===== src/rtl/load_store_unit.sv =====
// load_store_unit
// Initiator-side master for the word-organised Data_Memory. It accepts one
// byte, halfword or word load/store from the execute stage at a time. Each
// request becomes a memRead and/or memWrite word access. Load data comes back
// sign- or zero-extended. Sub-word stores use read-modify-write.
//
// Ports
//   clk, reset                 rising-edge clock, async active-high reset
//   req_valid/req_ready        request handshake (ready only in IDLE)
//   req_we, req_funct3         store flag, RV32I width/sign encoding
//   req_addr, req_wdata        byte address, store data
//   resp_valid/resp_err        one-cycle completion pulse, error flag
//   resp_rdata                 extended load data (0 for stores/errors)
//   memRead, memWrite          Data_Memory strobes
//   address, writeData         word-aligned address, full write word
//   readData                   word returned by Data_Memory
//
// state | meaning
// IDLE  | waiting for a request, req_ready high
// RD    | memRead of the addressed word (loads, SB/SH)
// WR    | memWrite of the full or merged word
// RESP  | resp_valid pulse, then back to IDLE
module load_store_unit #(
    parameter int XLEN           = 32,
    parameter bit MISALIGN_CHECK = 1'b1
) (
    input  logic            clk,
    input  logic            reset,
    input  logic            req_valid,
    output logic            req_ready,
    input  logic            req_we,
    input  logic [2:0]      req_funct3,
    input  logic [XLEN-1:0] req_addr,
    input  logic [XLEN-1:0] req_wdata,
    output logic            resp_valid,
    output logic [XLEN-1:0] resp_rdata,
    output logic            resp_err,
    output logic            memRead,
    output logic            memWrite,
    output logic [XLEN-1:0] address,
    output logic [XLEN-1:0] writeData,
    input  logic [XLEN-1:0] readData
);

    localparam logic [1:0] IDLE = 2'd0;
    localparam logic [1:0] RD   = 2'd1;
    localparam logic [1:0] WR   = 2'd2;
    localparam logic [1:0] RESP = 2'd3;

    logic [1:0]      state;
    logic            weReg;
    logic [2:0]      funct3Reg;
    logic [1:0]      laneReg;
    logic [XLEN-1:0] wdataReg;
    logic            accept;
    logic            reqErr;

    assign req_ready  = (state == IDLE);
    assign accept     = req_valid && req_ready;
    // Strobes decode straight from state so an async reset drops them at once.
    assign memRead    = (state == RD);
    assign memWrite   = (state == WR);
    assign resp_valid = (state == RESP);

    always_comb begin
        reqErr = 1'b0;
        case (req_funct3)
            3'b000: reqErr = 1'b0;
            3'b001: reqErr = MISALIGN_CHECK && req_addr[0];
            3'b010: reqErr = MISALIGN_CHECK && (req_addr[1:0] != 2'b00);
            3'b100: reqErr = req_we;
            3'b101: reqErr = req_we || (MISALIGN_CHECK && req_addr[0]);
            default: reqErr = 1'b1;
        endcase
    end

    function automatic logic [XLEN-1:0] extractLoad(input logic [XLEN-1:0] word,
                                                    input logic [2:0] f3,
                                                    input logic [1:0] lane);
        logic [7:0]  b;
        logic [15:0] h;
        b = word[{lane, 3'b000} +: 8];
        h = lane[1] ? word[31:16] : word[15:0];
        case (f3)
            3'b000:  extractLoad = {{(XLEN-8){b[7]}}, b};
            3'b100:  extractLoad = {{(XLEN-8){1'b0}}, b};
            3'b001:  extractLoad = {{(XLEN-16){h[15]}}, h};
            3'b101:  extractLoad = {{(XLEN-16){1'b0}}, h};
            default: extractLoad = word;
        endcase
    endfunction

    function automatic logic [XLEN-1:0] mergeStore(input logic [XLEN-1:0] word,
                                                   input logic [2:0] f3,
                                                   input logic [1:0] lane,
                                                   input logic [XLEN-1:0] wd);
        logic [XLEN-1:0] merged;
        merged = word;
        if (f3 == 3'b000)
            merged[{lane, 3'b000} +: 8] = wd[7:0];
        else
            merged[{lane[1], 4'b0000} +: 16] = wd[15:0];
        mergeStore = merged;
    endfunction

    always_ff @(posedge clk or posedge reset) begin
        if (reset) begin
            state      <= IDLE;
            weReg      <= 1'b0;
            funct3Reg  <= 3'b000;
            laneReg    <= 2'b00;
            wdataReg   <= '0;
            address    <= '0;
            writeData  <= '0;
            resp_rdata <= '0;
            resp_err   <= 1'b0;
        end else begin
            case (state)
                IDLE: begin
                    if (accept) begin
                        weReg     <= req_we;
                        funct3Reg <= req_funct3;
                        laneReg   <= req_addr[1:0];
                        wdataReg  <= req_wdata;
                        if (reqErr) begin
                            resp_err   <= 1'b1;
                            resp_rdata <= '0;
                            state      <= RESP;
                        end else begin
                            address <= {req_addr[XLEN-1:2], 2'b00};
                            if (req_we && (req_funct3 == 3'b010)) begin
                                writeData <= req_wdata;
                                state     <= WR;
                            end else begin
                                state <= RD;
                            end
                        end
                    end
                end
                RD: begin
                    // readData is sampled here, at the edge that ends the read.
                    if (weReg) begin
                        writeData <= mergeStore(readData, funct3Reg, laneReg, wdataReg);
                        state     <= WR;
                    end else begin
                        resp_rdata <= extractLoad(readData, funct3Reg, laneReg);
                        state      <= RESP;
                    end
                end
                WR: begin
                    state <= RESP;
                end
                default: begin
                    resp_err   <= 1'b0;
                    resp_rdata <= '0;
                    state      <= IDLE;
                end
            endcase
        end
    end

endmodule


===== config.mk =====
export PLATFORM = sky130hd
export DESIGN_NAME = load_store_unit
export DESIGN_NICKNAME = d
export VERILOG_FILES = /design/src/rtl/load_store_unit.sv
export SDC_FILE = /design/constraint.sdc
export NUM_CORES = 1
export LEC_CHECK = 0
export BUFFER_PORTS_ARGS = -buffer_cell sky130_fd_sc_hd__clkbuf_2
export CAP_MARGIN = 20
export CORE_MARGIN = 10
export CORE_UTILIZATION = 36
export CTS_BUF_LIST = sky130_fd_sc_hd__clkbuf_8 sky130_fd_sc_hd__clkbuf_16
export CTS_CLUSTER_SIZE = 20
export DETAILED_ROUTE_END_ITERATION = 10
export PLACE_DENSITY_LB_ADDON = 0.25
export SYNTH_ARGS = -nofsm -noshare
export SYNTH_HDL_FRONTEND = slang
export SYNTH_SLANG_ARGS = --single-unit
export TNS_END_PERCENT = 5

===== constraint.sdc =====
create_clock -name clk -period 5.6 [get_ports clk]
set_clock_uncertainty 0.2 [all_clocks]
set_input_delay 0.56 -clock clk [delete_from_list [all_inputs] [get_ports clk]]
set_output_delay 0.56 -clock clk [all_outputs]
set_load 0.005 [all_outputs]

== Word-level counts from Yosys, hierarchy flattened ==
Index checks and enable logic that the tools add are counted.

* Register bits: 119
* Input port bits: 103
* Output and inout port bits: 101
* Logic and storage cells: 72

* $add $sub $neg: 2
* Equality and inequality tests: 16
* Shift-type cells: 5
* Multiplexer cells: 23
* Bitwise logic cells: 3
* Reduce and logical (&&, ||, !) cells: 14

{| class="wikitable"
|+ Operators with widths
! cell !! number
|-
| 32-bit 2-to-1 mux || 8
|-
| 32-bit case mux with 4 select lines || 1
|-
| 32-bit case mux with 3 select lines || 1
|-
| 32-bit bitwise mux || 2
|-
| 32-bit case mux with 2 select lines || 1
|-
| 16-bit by 7-bit variable shift with 32-bit output (first input constant) || 1
|-
| 8-bit by 7-bit variable shift with 32-bit output (first input constant) || 1
|-
| 16-bit by 7-bit variable part select with 32-bit output || 1
|-
| 32-bit by 6-bit variable part select with 8-bit output || 1
|-
| 8-bit by 7-bit variable part select with 32-bit output || 1
|-
| 16-bit 2-to-1 mux || 1
|-
| 5-bit negator with 7-bit output || 2
|-
| 3-bit == test (second input constant) || 4
|-
| 2-bit by 1-bit inequality test with 1-bit output (second input constant) || 4
|-
| 3-bit by 1-bit == test with 1-bit output (second input constant) || 2
|-
| 3-bit logical NOT || 2
|-
| 2-bit 2-to-1 mux || 3
|-
| 2-bit case mux with 3 select lines || 1
|-
| 3-bit AND reduction || 2
|-
| 1-bit case mux with 5 select lines || 1
|-
| 5-bit AND reduction || 1
|-
| 2-bit == test (second input constant) || 2
|-
| 2-bit inequality test (second input constant) || 2
|-
| 4-bit AND reduction || 1
|-
| other kinds (11) || 17
|}

== Depth between registers and ports, before layout ==
* Word-level depth: 6
* Depth in mapped cells: 9
* Depth with buffers taken out: 6

== Worst setup path after synthesis ==
OpenSTA, ideal clock, no wires.

* Kind: register to register
* Start point: reg laneReg[1]
* End point: reg writeData[10]
* Setup time: 125 ps
* Arrival: 2128 ps
* Data required time: 5275 ps
* Setup slack: 3147 ps
* Cell stages (with the launch flop): 10
* Path buffers: 3
* Clock period less this slack: 2453 ps
* Cell sequence: dfrtp_1 -> buf_6 -> buf_4 -> clkinv_1 -> ha_1 -> and4b_1 -> buf_1 -> a221oi_1 -> o2bb2ai_1 -> mux2_2

* Longest elaborated chain between the ends: 6
* Elaborated cells between the ends (all ways): 11
* Classes of those cells: 2 x add/sub; 4 x shift; 5 x mux

{| class="wikitable"
|+ RTL lines
! what !! RTL line !! RTL
|-
| start, declared || 53 || <nowiki>logic [1:0] laneReg;</nowiki>
|-
| start signal, assigned || 123 || <nowiki>laneReg <= req_addr[1:0];</nowiki>
|-
| 5-bit negator with 7-bit output, on equally long branches || 102, 100 ||
|-
| 16-bit by 7-bit variable part select with 32-bit output (tied with other cells) || 102 || <nowiki>merged[{lane[1], 4'b0000} +: 16] = wd[15:0];</nowiki>
|-
| 32-bit bitwise mux, on equally long branches || 102, 100 ||
|-
| 32-bit 2-to-1 mux (*) || 99 || <nowiki>if (f3 == 3'b000)</nowiki>
|-
| 32-bit 2-to-1 mux (*) || 142 || <nowiki>if (weReg) begin</nowiki>
|-
| 32-bit case mux with 2 select lines (*) || 118 || <nowiki>case (state)</nowiki>
|-
| end signal, assigned || 132 || <nowiki>writeData <= req_wdata;</nowiki>
|-
| end signal, assigned || 143 || <nowiki>writeData <= mergeStore(readData, funct3Reg, laneReg, wdataReg);</nowiki>
|-
| end, declared || 41 || <nowiki>output logic [XLEN-1:0] writeData,</nowiki>
|}

Every way passes the cells marked *; elsewhere a longest branch is shown, timed or not. The select of a mux whose other input is x is not followed.
A chain may end at the register's enable or synchronous reset.

== Final worst setup path ==
* Start point: reg state[1]
* End point: reg address[23]

* Longest elaborated chain between the ends: 3

{| class="wikitable"
|+ RTL lines
! what !! RTL line !! RTL
|-
| start, declared || 50 || <nowiki>logic [1:0] state;</nowiki>
|-
| start signal, assigned || 108 || <nowiki>state <= IDLE;</nowiki>
|-
| start signal, assigned || 128 || <nowiki>state <= RESP;</nowiki>
|-
| start signal, assigned || 133 || <nowiki>state <= WR;</nowiki>
|-
| 2-bit logical NOT (*) || 58, 118 ||
|-
| 1-bit logical AND || 59 || <nowiki>assign accept = req_valid && req_ready;</nowiki>
|-
| 3-bit AND reduction (no source line) (*) || -- ||
|-
| end signal, assigned || 130 || <nowiki>address <= {req_addr[XLEN-1:2], 2'b00};</nowiki>
|-
| end, declared || 40 || <nowiki>output logic [XLEN-1:0] address,</nowiki>
|}

Every way passes the cells marked *; elsewhere a longest branch is shown, timed or not.

==> impl_results.md <==
* Cts bufs inserted at 17
* Top-area cell type share of the netlist area at a little under half
* Reg2reg start: state[1]
* Post-DP HPWL at 16.47 mm
* Worst min path class: in -> reg
* GRT Util Overall at 18.06%
* Die Ht at 155.2 um
* Required @ worst endpoint at 5.69 ns
* Design Area, Final at 0.008483 sq mm
* Vias in the first global route at between 5,000 and 6,000
* I/O Pins at approximately 200
* Count leader, synth: mux2_2
* Placed Cells at 940
* Commonest cells in the netlist: mux2_2, dfrtp_1, o21ai_0, o2bb2ai_1, a221oi_1
* Setup Crit Path Kind: reg -> reg
* Initial antenna violation count at 2
* WL/cell at 22.62 um
* RSZ-0062 raised after global routing: no
* Post-synth ARST share at 100.0%
* Synthesized flop and latch total at between 100 and 150
* Via-to-Cell Ratio at between 5 and 6
* Slowest-stage cell, CP: nand2_1
* Synthesized cell area at 0.006585 sq mm
* EDFF count, synth at 0
* Post-route clock period utilization at 51.83%
* Pleak at between 0.003 and 0.004 uW
* Minimum clock period at 2.902 ns
* Max Clk Rate at 344.6 MHz
* Synthesis Warnings at 0
* CTS tree: yes
* Max IR drop VDD at 0.2702 mV
* Final setup violation count at 0
* Drt total wl at 22.17 mm
* Power, Total at between 5000 and 6000 uW
* Die ar. at between 0.02 and 0.025 sq mm
* Port bufs at 201
* Worst skew pair latency at 0.42 ns
* Final Hold Fails at 0
* HP Start: req_addr[20]
* Non-filler cells, final at 980
* Setup TNS after final layout at 0 ns
* Antenna-violating nets left at 0
* CP max stage delay at approximately 0.7 ns
* Crit path DAT at around 3.0 ns
* Synthesized netlist cell count at 548
* Area leader, netlist: dfrtp_1
* Worst Path Max Fanout at 25
* Layout Nets at between 800 and 900
* Pin count of the biggest net entering global routing at a little under 80
* Worst-margin pin slew at 1.102 ns
* Slew HR at 26.33%
* # fillers at 1,711
* Pwr Density at approximately 610 mW/mm^2
* PostCTS Resize Cnt at 0
* DRC violation count after routing at 0
* H-tree depth at 4
* Max Cap Violations at 0
* Critical-path cell list: inv_1 > ha_1 > nand2_1 > a21o_1 > buf_16 > mux2_2
* Setup bufs post-CTS at 0
* # hold bufs at CTS at 0
* Synth Area per Inst at 12.02 sq um
* Detailed Routing Iterations Pass 1 at 5
* Std-Cell Rows at between 40 and 50
* DP Area at 0.007744 sq mm
* Clock transition at path regs at approximately 0.06 ns
* Status: complete, no violations
* Total core area at 0.01796 sq mm
* First-pass GRT wire length at around 34 mm
* Clock tree buffer depth at 2
* Slew Viols, Final at 0
* Sequential fraction of the synthesis area at a little under half
* Area contributors post-synth: dfrtp_1, mux2_2, o2bb2ai_1
* Startpoint types: flop
* DR vias at 5,523
* CTS Sinks at roughly 120
* Crit. Startpoint: state[1]
* Initial Util at 36.66%
* Top FF cell, synth: dfrtp_1
* Critical path endpoint category: flop
* Hold slack final at 0.1717 ns
* Total gr overflow at 0
* Die width at 155.2 um
* Root buf cell: clkbuf_16
* Iteration-0 DRC Markers at 601
* Routability cong. at 0.8698
* Synth unique cells at 45
* Share of layout cells above drive strength 1 at 51.00%
* Area Growth Syn to Fin at 28.82%
[worst max-delay path, delay by kind of cell, from the launching register on]
family                     cells  cell delay (ns)
muxes                          1             0.28
adders and majority gates      1             0.32
buffers and inverters          2             0.32
and+or+nand+nor                1             0.70
DFF                            1             0.42
AOI/OAI and AO/OA              1             0.53
[cell type report]
class,count,area [sq um],area share [%]
timing repair buffer,216,1202,14.17
clock buffer,17,425.4,5.015
clock inverter,15,180.2,2.124
antenna,2,5.005,0.05900
sequential,119,2979,35.12
tap,229,286.5,3.378
multi-input combinational,369,3353,39.53
inverter,13,51.30,0.6047
[per-stage QoR]
| stage | worst slack [ns] | utilization (%) |
|---|---|---|
| after global placement | 2.447 | 43.11 |
| final | 2.698 | 47.22 |
| after CTS | 2.298 | 46.48 |
| after floorplan | 1.683 | - |
| after global routing | 2.507 | 47.22 |
| after detailed placement | 2.313 | 43.11 |
[routing by layer]
| layer | up-vias | global-route usage [%] | share of wire (%) |
|---|---|---|---|
| met2 | 270 | 28.79 | 48 |
| met1 | 2731 | 22.59 | 41 |
| met3 | 32 | 5.569 | 8.2 |
| met5 | - | 0 | 0 |
| met4 | 0 | 6.462 | 2.1 |
| li1 | 2490 | - | - |
[layout by cell type (no fill, tap or decap), types with 4 or more instances in the layout]
master,synthesis,final
nand2_1,9,9
ha_1,9,9
dfrtp_1,119,118
nand2b_1,18,18
clkbuf_16,0,18
o2bb2ai_1,33,33
buf_4,4,9
o21ai_0,33,33
a2bb2oi_1,7,7
mux2_2,126,126
mux2i_1,15,15
nor2b_1,11,11
nor2_1,5,5
clkinvlp_4,0,5
a22o_1,30,30
a221oi_1,32,32
a21oi_1,4,4
inv_1,11,11
a221o_1,8,8
clkbuf_2,0,201
[final timing paths]
check                           slack [ns]       endpoint  depth (start not counted)
max in group asynchronous             3.63  resp_rdata[5]                          5
worst max-delay path                  2.70    address[23]                          6
worst min register to register        0.30  resp_rdata[8]                          1
min in group asynchronous             0.37  writeData[21]                          3
worst min-delay path                  0.17    address[20]                          2
worst max register to register        2.70    address[23]                          6
[cells by family after synthesis]
family,Yosys count,share of synthesized area [%]
flip-flops,119,45.22
AND/OR/NAND/NOR,54,5.016
adder cells (fa/ha/maj),9,1.710
multiplexers,142,24.17
other,1,0.05695
buffers and inverters,61,4.199
AO/OA/AOI/OAI,162,19.63
[flip-flops by register name (all words and copies together) (netlist names)]
name        cells
weReg           1
address        30
resp_err        1
wdataReg       16
laneReg         2
writeData      32
resp_rdata     32
funct3Reg       3
state           2
[power by group]
group	internal, uW	switching [uW]	leakage [uW]
logic	1250	1230	0.00219
registers	1280	329	0.00147
clock network	700	415	0.000283
total	3240	1970	0.00395
(Power assumes the default switching activity.)
